--- src/rtl/ram_banked_ctrl.sv ---
// Banked single-port RAM with valid/ready access, registered read data and a
// clear sequencer that zeroes one row of every bank per cycle after reset or on wipe.
module ram_banked_ctrl #(
    parameter int unsigned DATA_W    = 8,
    parameter int unsigned ADDR_W    = 4,
    parameter int unsigned BANK_BITS = 2
) (
    input  logic              clk,
    input  logic              clr,
    input  logic              req,
    input  logic              rw,
    input  logic [ADDR_W-1:0] addr,
    input  logic [DATA_W-1:0] data_in,
    input  logic              wipe,
    output logic              ready,
    output logic              busy,
    output logic [DATA_W-1:0] data_out,
    output logic              rvalid
);
    localparam int unsigned ROW_W = ADDR_W - BANK_BITS;
    localparam int unsigned ROWS  = 1 << ROW_W;
    localparam int unsigned BANKS = 1 << BANK_BITS;

    typedef enum logic {StSweep, StIdle} state_e;

    state_e            state_q, state_d;
    logic [ROW_W-1:0]  cnt_q, cnt_d;
    logic [DATA_W-1:0] data_out_q, data_out_d;
    logic              rvalid_q, rvalid_d;
    logic [DATA_W-1:0] mem_q [BANKS][ROWS];

    logic [BANK_BITS-1:0] bank;
    logic [ROW_W-1:0]     row;
    logic [ROW_W-1:0]     wr_row;
    logic [DATA_W-1:0]    wr_data;
    logic [BANKS-1:0]     bank_we;
    logic                 accept;

    assign bank   = addr[ADDR_W-1 -: BANK_BITS];
    assign row    = addr[ROW_W-1:0];
    assign accept = req & ready;

    always_ff @(posedge clk or negedge clr) begin
        if (!clr) begin
            state_q <= StSweep;
            cnt_q   <= '0;
        end else begin
            state_q <= state_d;
            cnt_q   <= cnt_d;
        end
    end

    // The row counter wraps to zero on the last sweep row by plain overflow.
    always_comb begin
        state_d = state_q;
        cnt_d   = cnt_q;
        unique case (state_q)
            StSweep: begin
                cnt_d = cnt_q + 1'b1;
                if (&cnt_q) begin
                    state_d = StIdle;
                end
            end
            StIdle: begin
                if (wipe) begin
                    state_d = StSweep;
                    cnt_d   = '0;
                end
            end
            default: begin
                state_d = StSweep;
                cnt_d   = '0;
            end
        endcase
    end

    always_comb begin
        ready = (state_q == StIdle);
        busy  = (state_q == StSweep);
    end

    always_comb begin
        data_out_d = data_out_q;
        rvalid_d   = 1'b0;
        if (accept && !rw) begin
            data_out_d = mem_q[bank][row];
            rvalid_d   = 1'b1;
        end
    end

    // The sweep forces every bank enable on and steers the row/data muxes.
    always_comb begin
        wr_row  = busy ? cnt_q : row;
        wr_data = busy ? '0 : data_in;
        for (int unsigned b = 0; b < BANKS; b++) begin
            bank_we[b] = busy || (accept && rw && (bank == BANK_BITS'(b)));
        end
    end

    always_ff @(posedge clk) begin
        for (int unsigned b = 0; b < BANKS; b++) begin
            if (bank_we[b]) begin
                mem_q[b][wr_row] <= wr_data;
            end
        end
    end

    always_ff @(posedge clk or negedge clr) begin
        if (!clr) begin
            data_out_q <= '0;
            rvalid_q   <= 1'b0;
        end else begin
            data_out_q <= data_out_d;
            rvalid_q   <= rvalid_d;
        end
    end

    assign data_out = data_out_q;
    assign rvalid   = rvalid_q;

endmodule

--- config.mk ---
export PLATFORM = sky130hd
export DESIGN_NAME = ram_banked_ctrl
export DESIGN_NICKNAME = d
export VERILOG_FILES = /design/src/rtl/ram_banked_ctrl.sv
export SDC_FILE = /design/constraint.sdc
export NUM_CORES = 1
export LEC_CHECK = 0
export BUFFER_PORTS_ARGS = -buffer_cell sky130_fd_sc_hd__buf_2
export CAP_MARGIN = 20
export CELL_PAD_IN_SITES_DETAIL_PLACEMENT = 0
export CELL_PAD_IN_SITES_GLOBAL_PLACEMENT = 1
export CORE_ASPECT_RATIO = 0.9
export CORE_UTILIZATION = 52
export CTS_BUF_LIST = sky130_fd_sc_hd__clkbuf_4 sky130_fd_sc_hd__clkbuf_8 sky130_fd_sc_hd__clkbuf_16
export DETAILED_ROUTE_END_ITERATION = 8
export GPL_ROUTABILITY_DRIVEN = 0
export PLACE_DENSITY_LB_ADDON = 0.15
export SETUP_SLACK_MARGIN = 0.05
export SYNTH_ARGS = -nofsm -noshare
export SYNTH_HDL_FRONTEND = slang
export SYNTH_SLANG_ARGS = --single-unit
--- constraint.sdc ---
create_clock -name clk -period 1.9 [get_ports clk]
set_clock_uncertainty 0.05 [all_clocks]
set_input_delay 0.19 -clock clk [delete_from_list [all_inputs] [get_ports clk]]
set_output_delay 0.19 -clock clk [all_outputs]
set_load 0.05 [all_outputs]
* After elaboration in Yosys (flattened, before gate mapping) *
Memory sizes are Yosys's and may differ from the RTL's.
Cells that the tools add are included.

word-level totals
  register bits = 12
  latch bits = 0
  memory bits (writable) = 128
  ROM bits = 0
  input bits = 17
  output and inout port bits = 11
  word-level logic and storage cells = 52
  memories kept = 1

memory list
  memory  depth  bits a word  rd ports  clocked after Yosys merged registers in  wr ports  RTL line  RTL
  mem_q   4      32           1         0                                        4         30        logic [DATA_W-1:0] mem_q [BANKS][ROWS];

cells by class
  add/sub/neg operators = 1
  $mul = 0
  div/mod/pow operators = 0
  magnitude comparators = 3
  equality and inequality tests = 4
  shifts and indexed selects = 0
  muxes and demuxes = 21
  bitwise gates (word level) = 4
  reductions and logical operators = 14

operator list
  kind                                                 count
  2-to-1 mux 32 bit                                    4
  2-to-1 mux 8 bit                                     4
  binary-select mux 8 bit (select 2 bit)               1
  demux 8 bit (select 2 bit)                           1
  logical AND 1 bit                                    7
  2-to-1 mux 1 bit                                     7
  >= comparator 3 bit (second input constant)          2
  NOT 2 -> 3 bit                                       2
  == test 2 bit (second input constant)                2
  logical OR 1 bit                                     4
  2-to-1 mux 2 bit                                     2
  case mux 2 bit (2 select lines)                      1
  < comparator 3 x 1 -> 1 bit (second input constant)  1
  adder 2 x 1 -> 2 bit (second input constant)         1
  == test 2 x 1 -> 1 bit (second input constant)       1
  zero test 2 bit                                      1
  inequality test 2 bit (second input constant)        1
  case mux 1 bit (2 select lines)                      1
  AND reduction 2 bit                                  1
  bitwise AND 1 bit                                    1
  zero test 1 bit                                      1
  NOT 1 bit                                            1

* Logic depth before layout (Yosys ltp) *
Gate-level depths: netlist (run 1).

  depth after elaboration = 7
  depth in mapped cells = 7
  mapped depth without buffers = 4

* Worst setup path after synthesis (run 1) *
No wires, ideal clock.

  path type = register to register
  start = register state_q (netlist: ready)
  end = memory mem_q[3][24] (netlist name), enable pin
  setup time = 0.370 ns
  arrival = 1.839 ns
  setup slack = -0.359 ns
  cell stages (with the launch flop) = 5
  cell sequence = dfrtp_1 > clkbuf_1 > inv_1 > a41oi_1 > nor2_1

RTL lines
  what                      RTL line  RTL
  start: declaration        26        state_e state_q, state_d;
  start signal: assignment  45        state_q <= StSweep;
  start signal: assignment  48        state_q <= state_d;
  end: declaration          30

==> results.sh, run 1 <==
export IMPL_leakagePower_uw=0.00255
export IMPL_r2r_start="ready"
export IMPL_clock_sinks=140
export IMPL_p_per_area_mw_per_mm2=1660
export IMPL_clock_root_buffer="clkbuf_16"
export IMPL_gr_total_overflow=0
export IMPL_ys_types=43
export IMPL_timing_slew_headroom_pct=61.0
export IMPL_synth_compound_area_share_pct=5.49
export IMPL_dr_first_iter_drc_count=261
export IMPL_synth_simple_area_share_pct=4.95
export IMPL_status="finished, violations left"
export IMPL_synth_edf_count=128
export IMPL_tritoncts="built"
export IMPL_r2r_end="mem_q[1][28]"
export IMPL_io_pins=28
export IMPL_worst_path_max_fanout=13
export IMPL_final_min_clock_period_ps=1820
export IMPL_ys_async_sr_fraction_pct=8.57
export IMPL_grt_first_pass_wirelength_mm=18.8
export IMPL_violations="design-rule violations"
export IMPL_setup_violations=0
export IMPL_synth_adder_area_share_pct=0.223
export IMPL_synth_cells=311
export IMPL_hold_class="in -> async"
export IMPL_syn_cell_area_mm2=0.00561
export IMPL_ant_nets=0
export IMPL_holdWs_ps=178
export IMPL_multi_input_area_mm2=0.00142
export IMPL_grt_pass1_vias=3201
export IMPL_dieHeight_um=101
export IMPL_regArea_mm2=0.00415
export IMPL_area_growth_pct=22.7
export IMPL_drc=3
export IMPL_ys_warn_count=0
export IMPL_track_usage_pct=24.1
export IMPL_hold_viol=0
export IMPL_placed_area_mm2=0.00622
export IMPL_fill_cells=710
export IMPL_clock_latency_ps=410
export IMPL_syn_area_per_cell_um2=18.0
export IMPL_synth_ff_type="edfxtp_1"
export IMPL_vias=3170
export IMPL_start_util_pct=54.1
export IMPL_worst_ep_arrival_time_ps=1820
export IMPL_final_common_cell="edfxtp_1"
export IMPL_die_area_mm2=0.0112
export IMPL_start_kind="flip-flop"
export IMPL_drive_above_1_share_pct=36.2
export IMPL_chipWidth_um=111
export IMPL_grt_max_degree=20
export IMPL_io_buffers=27
export IMPL_ff2ff_path_depth=3
export IMPL_clockBufferDepth=2
export IMPL_reg2reg_slack_ps=80
export IMPL_tightestPinTransition_ps=585
export IMPL_nNetsFinal=411
export IMPL_timing_final_crit_share_pct=96.0
export IMPL_n_antenna_cell=0
export IMPL_synth_mux_area_fraction_pct=13.5
export IMPL_final_cell_mix="128 x edfxtp_1, 49 x buf_4, 27 x buf_2"
export IMPL_vias_per_cell=5.93
export IMPL_fin_area_mm2=0.00689
export IMPL_ctsHtreeMaxLevel=4
export IMPL_rsz0062_at_grt="true"
export IMPL_synthXorXnorAreaFrac_pct=0
export IMPL_criticalPathCategory="reg -> reg"
export IMPL_wire_per_inst_um=22.9
export IMPL_std_cell_rows=35
export IMPL_antenna_found_initial=0
export IMPL_synth_net_count=329
export IMPL_yosysSeqAreaShare_pct=73.9
export IMPL_hpwl_mm=8.05
export IMPL_maxCapViolCount=0
export IMPL_cp_end_kind="flip-flop"
export IMPL_cts_inserted_buffers=17
export IMPL_slew_violations=0
export IMPL_core_area_mm2=0.0104
export IMPL_clk_pin_slew_ps=60
export IMPL_ir_worst_vdd_uv=984
export IMPL_wl_mm=12.3
export IMPL_synth_ff_latch_count=140
export IMPL_required_ps=1890
export IMPL_drt_pass1_iter_count=7
export IMPL_synth_top_family_by_area="multiplexers"
export IMPL_fmax_mhz=548
## critical path, stage by stage, from the launching register on
cell and delay, ps:
dfrtp_2 480, buf_4 230, a31oi_1 190, nor2_2 500
## how the worst max path moves through the flow
| stage | endpoint | slack, ps | from |
|---|---|---|---|
| 5_1_grt | data_out[1] | -20 | ready |
| 6_report | mem_q[1][28] | 80 | ready |
| 3_3_place_gp | data_out[5] | -40 | addr[2] |
| 3_5_place_dp | mem_q[3][20] | -130 | ready |
| 2_1_floorplan | mem_q[3][0] | 5 | ready |
| 4_1_cts | mem_q[0][6] | 50 | ready |
## per-layer routing
layer | track usage (%) | up-vias | share of wire, % | wire [um]
li1 | - | 1415 | - | -
met1 | 34.0 | 1637 | 45 | 5570
met2 | 37.0 | 108 | 48 | 5870
met3 | 6.79 | 10 | 5.7 | 701
met4 | 7.38 | 0 | 0.95 | 117
met5 | 0 | - | 0 | 0
## sequential cells by signal, indices dropped and copies added, names as in the netlist
register	cells
cnt_q	2
data_out	8
mem_q	128
ready	1
rvalid	1
## logic make-up (layout without fill, tap and decap cells)
logic type,Yosys count,in the layout
AOI/OAI and AO/OA,41,41
buffers and inverters,21,116
DFF,140,140
adders and majority gates,1,1
muxes,47,47
and+or+nand+nor,61,61
## area by class of cell
| type | count | area share, % |
|---|---|---|
| inverter | 6 | 0.382 |
| multi-input combinational | 150 | 20.6 |
| tap | 129 | 2.34 |
| clock buffer | 19 | 6.40 |
| sequential | 140 | 60.2 |
| timing repair buffer | 78 | 7.59 |
| clock inverter | 13 | 2.51 |
## power breakdown
group | switching, uW | internal, uW | total [uW] | leakage (uW)
clock | 1230 | 2210 | 3440 | 0.000293
sequential | 338 | 4830 | 5170 | 0.00137
combinational | 1840 | 963 | 2810 | 0.000887
## stage by stage
step	util (%)	cells	TNS, ps	total power, uW	worst slack (ps)
global placement	59.9	501	-473	7870	-42.9
global route	66.4	535	-95.4	11900	-18.5
CTS	66.2	535	0	11400	46.6
floorplan	-	311	0	6820	4.69
finish	66.4	535	0	11400	75.6
detailed placement	59.9	501	-1270	7950	-134
## timing repair
action / in CTS / in global routing
hold buffers: 2 / 0
gates cloned: 0 / 0
setup endpoints to repair: 36 / 60
gates resized for setup: 5 / 5
endpoints found under the hold margin: 15 / 0
setup buffers: 0 / 0
## synthesized netlist by cell type (2+ instances only)
library cell	n	share of area [%]
mux4_2	14	5.6
inv_1	5	0.33
o31a_1	2	0.31
and2_1	9	1.0
dfrtp_1	12	5.4
o311ai_0	4	0.62
nand3_1	3	0.27
nor2_1	28	1.9
o21ai_0	3	0.27
clkbuf_1	5	0.33
o221ai_1	3	0.47
o211ai_1	2	0.27
mux2_2	10	2.0
buf_1	2	0.13
nand2_1	15	1.0
a22oi_1	3	0.40
o22a_1	5	0.78
buf_2	5	0.45
mux2i_1	17	3.0
a21oi_1	5	0.45
a31oi_1	2	0.22
edfxtp_1	128	69
o21ai_1	4	0.36
mux4_1	6	2.8
No activity file was read; power rests on OpenSTA's default activity.
==> inputs of run 2 (changes only) <==
Settings changed: ABC_AREA set to 1, CORE_UTILIZATION 52 to 48, CTS_CLUSTER_SIZE set to 24.
==> run 2 against run 1 <==
- the run now ends clean
- critical endpoint is now mem_q[0][13]
- area after synthesis increased by 4.9%
- core utilization decreased by 6.2 points
- largest cell class unchanged
- worst hold slack got worse by 100 ps
- combinational power increased by 7.5%
- clock power decreased by 3%
- global-route usage decreased by 0.36 points
- sequential cell count unchanged
- register-to-register slack improved by 20 ps
- wire length increased by 14%
- sequential power increased by 4%
- final area increased by 1.8%
==> results.sh, run 2 <==
export IMPL_core_area_mm2=0.0117
export IMPL_final_common_cell="nand2_1"
export IMPL_placed_area_mm2=0.00639
export IMPL_power_switching_uw=3650
export IMPL_worst_path_max_fanout=8
export IMPL_wl_met3_um=677
export IMPL_syn_cell_area_mm2=0.00588
export IMPL_clkPwrFrac_pct=28.5
export IMPL_fmax_mhz=555
export IMPL_ir_worst_vdd_uv=854
export IMPL_multi_input_area_mm2=0.00154
export IMPL_grt_first_pass_wirelength_mm=21.8
export IMPL_vias_per_cell=5.10
export IMPL_leakagePower_uw=0.00309
export IMPL_synth_adder_area_share_pct=0.213
export IMPL_ctsHtreeMaxLevel=4
export IMPL_ant_nets=0
export IMPL_worst_ep_arrival_time_ps=1790
export IMPL_synth_mux_area_fraction_pct=0.170
export IMPL_wl_met2_mm=6.63
export IMPL_yosysSeqAreaShare_pct=70.4
export IMPL_tightestPinTransition_ps=679
export IMPL_cp_end_kind="flip-flop"
export IMPL_synth_top_family_by_area="simple AND/OR/NAND/NOR gates"
export IMPL_clock_root_buffer="clkbuf_16"
export IMPL_wire_per_inst_um=17.6
export IMPL_timing_final_crit_share_pct=94.8
export IMPL_dr_first_iter_drc_count=455
export IMPL_hold_class="in -> reg"
export IMPL_io_buffers=27
export IMPL_die_area_mm2=0.0127
export IMPL_maxUsedRoutingLayer="met4"
export IMPL_vias=4059
export IMPL_p_int_uw=8070
export IMPL_seqPwrFrac_pct=45.8
export IMPL_ys_warn_count=0
export IMPL_grt_pass1_vias=4079
export IMPL_fill_cells=1021
export IMPL_start_util_pct=50.4
export IMPL_io_pins=28
export IMPL_pwr_share_comb_pct=25.8
export IMPL_clk_pin_slew_ps=50
export IMPL_grt_max_degree=33
export IMPL_start_kind="flip-flop"
export IMPL_startpoint="ready"
export IMPL_chipWidth_um=119
export IMPL_worstHoldStart="wipe"
export IMPL_holdWs_ps=78.2
export IMPL_dp_slack_ps=112
export IMPL_nNetsFinal=645
export IMPL_drive_above_1_share_pct=17.3
export IMPL_slew_violations=0
export IMPL_p_per_area_mw_per_mm2=1670
export IMPL_synth_simple_area_share_pct=24.8
export IMPL_power_share_switching_pct=31.2
export IMPL_synth_edf_count=128
export IMPL_maxCapViolCount=0
export IMPL_synthXorXnorAreaFrac_pct=0
export IMPL_yosysMostFrequentCell="nand2_1"
export IMPL_required_ps=1890
export IMPL_std_cell_rows=37
export IMPL_drt_pass1_iter_count=5
export IMPL_timing_slew_headroom_pct=54.6
export IMPL_final_cell_mix="305 x nand2_1, 128 x edfxtp_1, 48 x nand3_1"
export IMPL_antenna_found_initial=0
export IMPL_hpwl_mm=9.18
export IMPL_syn_area_per_cell_um2=10.4
export IMPL_synth_cells=564
export IMPL_r2r_start="ready"
export IMPL_criticalPathCategory="reg -> reg"
export IMPL_rsz0062_at_grt="true"
export IMPL_synth_top_area_cell="edfxtp_1"
export IMPL_gr_total_overflow=0
export IMPL_synth_ff_type="edfxtp_1"
export IMPL_track_usage_pct=23.8
export IMPL_fin_area_mm2=0.00701
export IMPL_dieHeight_um=107
export IMPL_cts_inserted_buffers=17
export IMPL_largest_reg_flops=128
export IMPL_tritoncts="built"
export IMPL_hold_viol=0
export IMPL_wl_mm=14.0
export IMPL_clock_sinks=140
export IMPL_synth_ff_latch_count=140
export IMPL_setup_violations=0
export IMPL_clockBufferDepth=2
export IMPL_synth_common_cells="305 x nand2_1, 128 x edfxtp_1, 48 x nand3_1, 18 x buf_2, 17 x nor2_1"
export IMPL_ys_types=17
export IMPL_ys_async_sr_fraction_pct=8.57
export IMPL_synth_top_area_share_pct=65.3
export IMPL_synthTopCellsByArea="edfxtp_1 65%, nand2_1 19%, dfrtp_1 5.1%, nand3_1 4.1%, buf_2 1.5%"
export IMPL_regMostFlops="mem_q"
export IMPL_n_antenna_cell=0
export IMPL_drt_met1_wl_mm=6.46
export IMPL_drc=0
export IMPL_regArea_mm2=0.00415
export IMPL_clock_latency_ps=410
export IMPL_synth_compound_area_share_pct=0.851
export IMPL_area_growth_pct=19.2
export IMPL_final_min_clock_period_ps=1800
export IMPL_synth_net_count=582
export IMPL_status="finished, final reports clean"
export IMPL_setup_ws_ps=98.1
run 2: cell count changes after synthesis, sizes merged, moves of 5 or more:
cell / previous run / this run
mux4: 20 / 0
inv: 6 / 17
mux2i: 17 / 1
nor2: 28 / 18
nand3: 3 / 48
buf: 10 / 26
o21ai: 7 / 2
clkbuf: 5 / 0
nand2: 15 / 305
and2: 9 / 0
mux2: 10 / 0
o22a: 5 / 0
run 2: kinds of logic after synthesis:
group / after synthesis
AO/OA/AOI/OAI: 7
adder cells (fa/ha/maj): 1
buffers and inverters: 43
flip-flops: 140
multiplexers: 1
AND/OR/NAND/NOR: 372
run 2: final timing paths:
path	end	slack [ps]	depth (start not counted)
min in group asynchronous	rvalid	140	2
max in group asynchronous	ready	1400	2
worst min-delay path	cnt_q[1]	80	3
worst min register to register	data_out[0]	430	2
worst max-delay path	mem_q[0][13]	100	5
worst max register to register	mem_q[0][13]	100	5
run 2: final cells by class:
class / instances / area share, %
clock inverter: 6 / 1.21
tap: 156 / 2.78
timing repair buffer: 70 / 6.57
sequential: 140 / 59.1
clock buffer: 26 / 7.48
multi-input combinational: 381 / 21.9
inverter: 17 / 0.910
run 2: critical path: stages (launching register included):
cell	delay, ps
dfrtp_2	440
nor2_1	130
a21oi_1	70
inv_2	70
nand2_1	120
nor2_1	550
run 2: metrics by stage:
| step | TNS, ps | utilization (%) | std cells | power [uW] |
|---|---|---|---|---|
| 2_1_floorplan | -993 | - | 564 | 7190 |
| 3_3_place_gp | 0 | 54.8 | 763 | 8390 |
| 5_1_grt | -1610 | 60.1 | 796 | 12300 |
| 4_1_cts | 0 | 60.1 | 796 | 11800 |
| 6_report | 0 | 60.1 | 796 | 11700 |
| 3_5_place_dp | 0 | 54.8 | 763 | 8430 |
run 2: what timing repair did:
| action | CTS | global route |
|---|---|---|
| resized for setup | 0 | 2 |
| hold buffers | 1 | 0 |
| setup buffers | 0 | 0 |
| endpoints found under the hold margin | 12 | 0 |
| endpoints found under the setup margin | 0 | 48 |
run 2: power groups by stage:
stage | logic, uW | registers (uW) | clock network (uW)
2_1_floorplan | 1540 | 5650 | 0
3_5_place_dp | 3010 | 5410 | 0
6_report | 3020 | 5360 | 3330
4_1_cts | 3030 | 5370 | 3360
5_1_grt | 3360 | 5480 | 3460
3_3_place_gp | 3000 | 5390 | 0
run 2: metal layers:
layer  vias to the layer above  global-route usage (%)
li1                       1987                       -
met1                      1948                    31.2
met2                       107                    39.0
met3                        17                    5.37
met4                         0                    8.50
met5                         -                       0
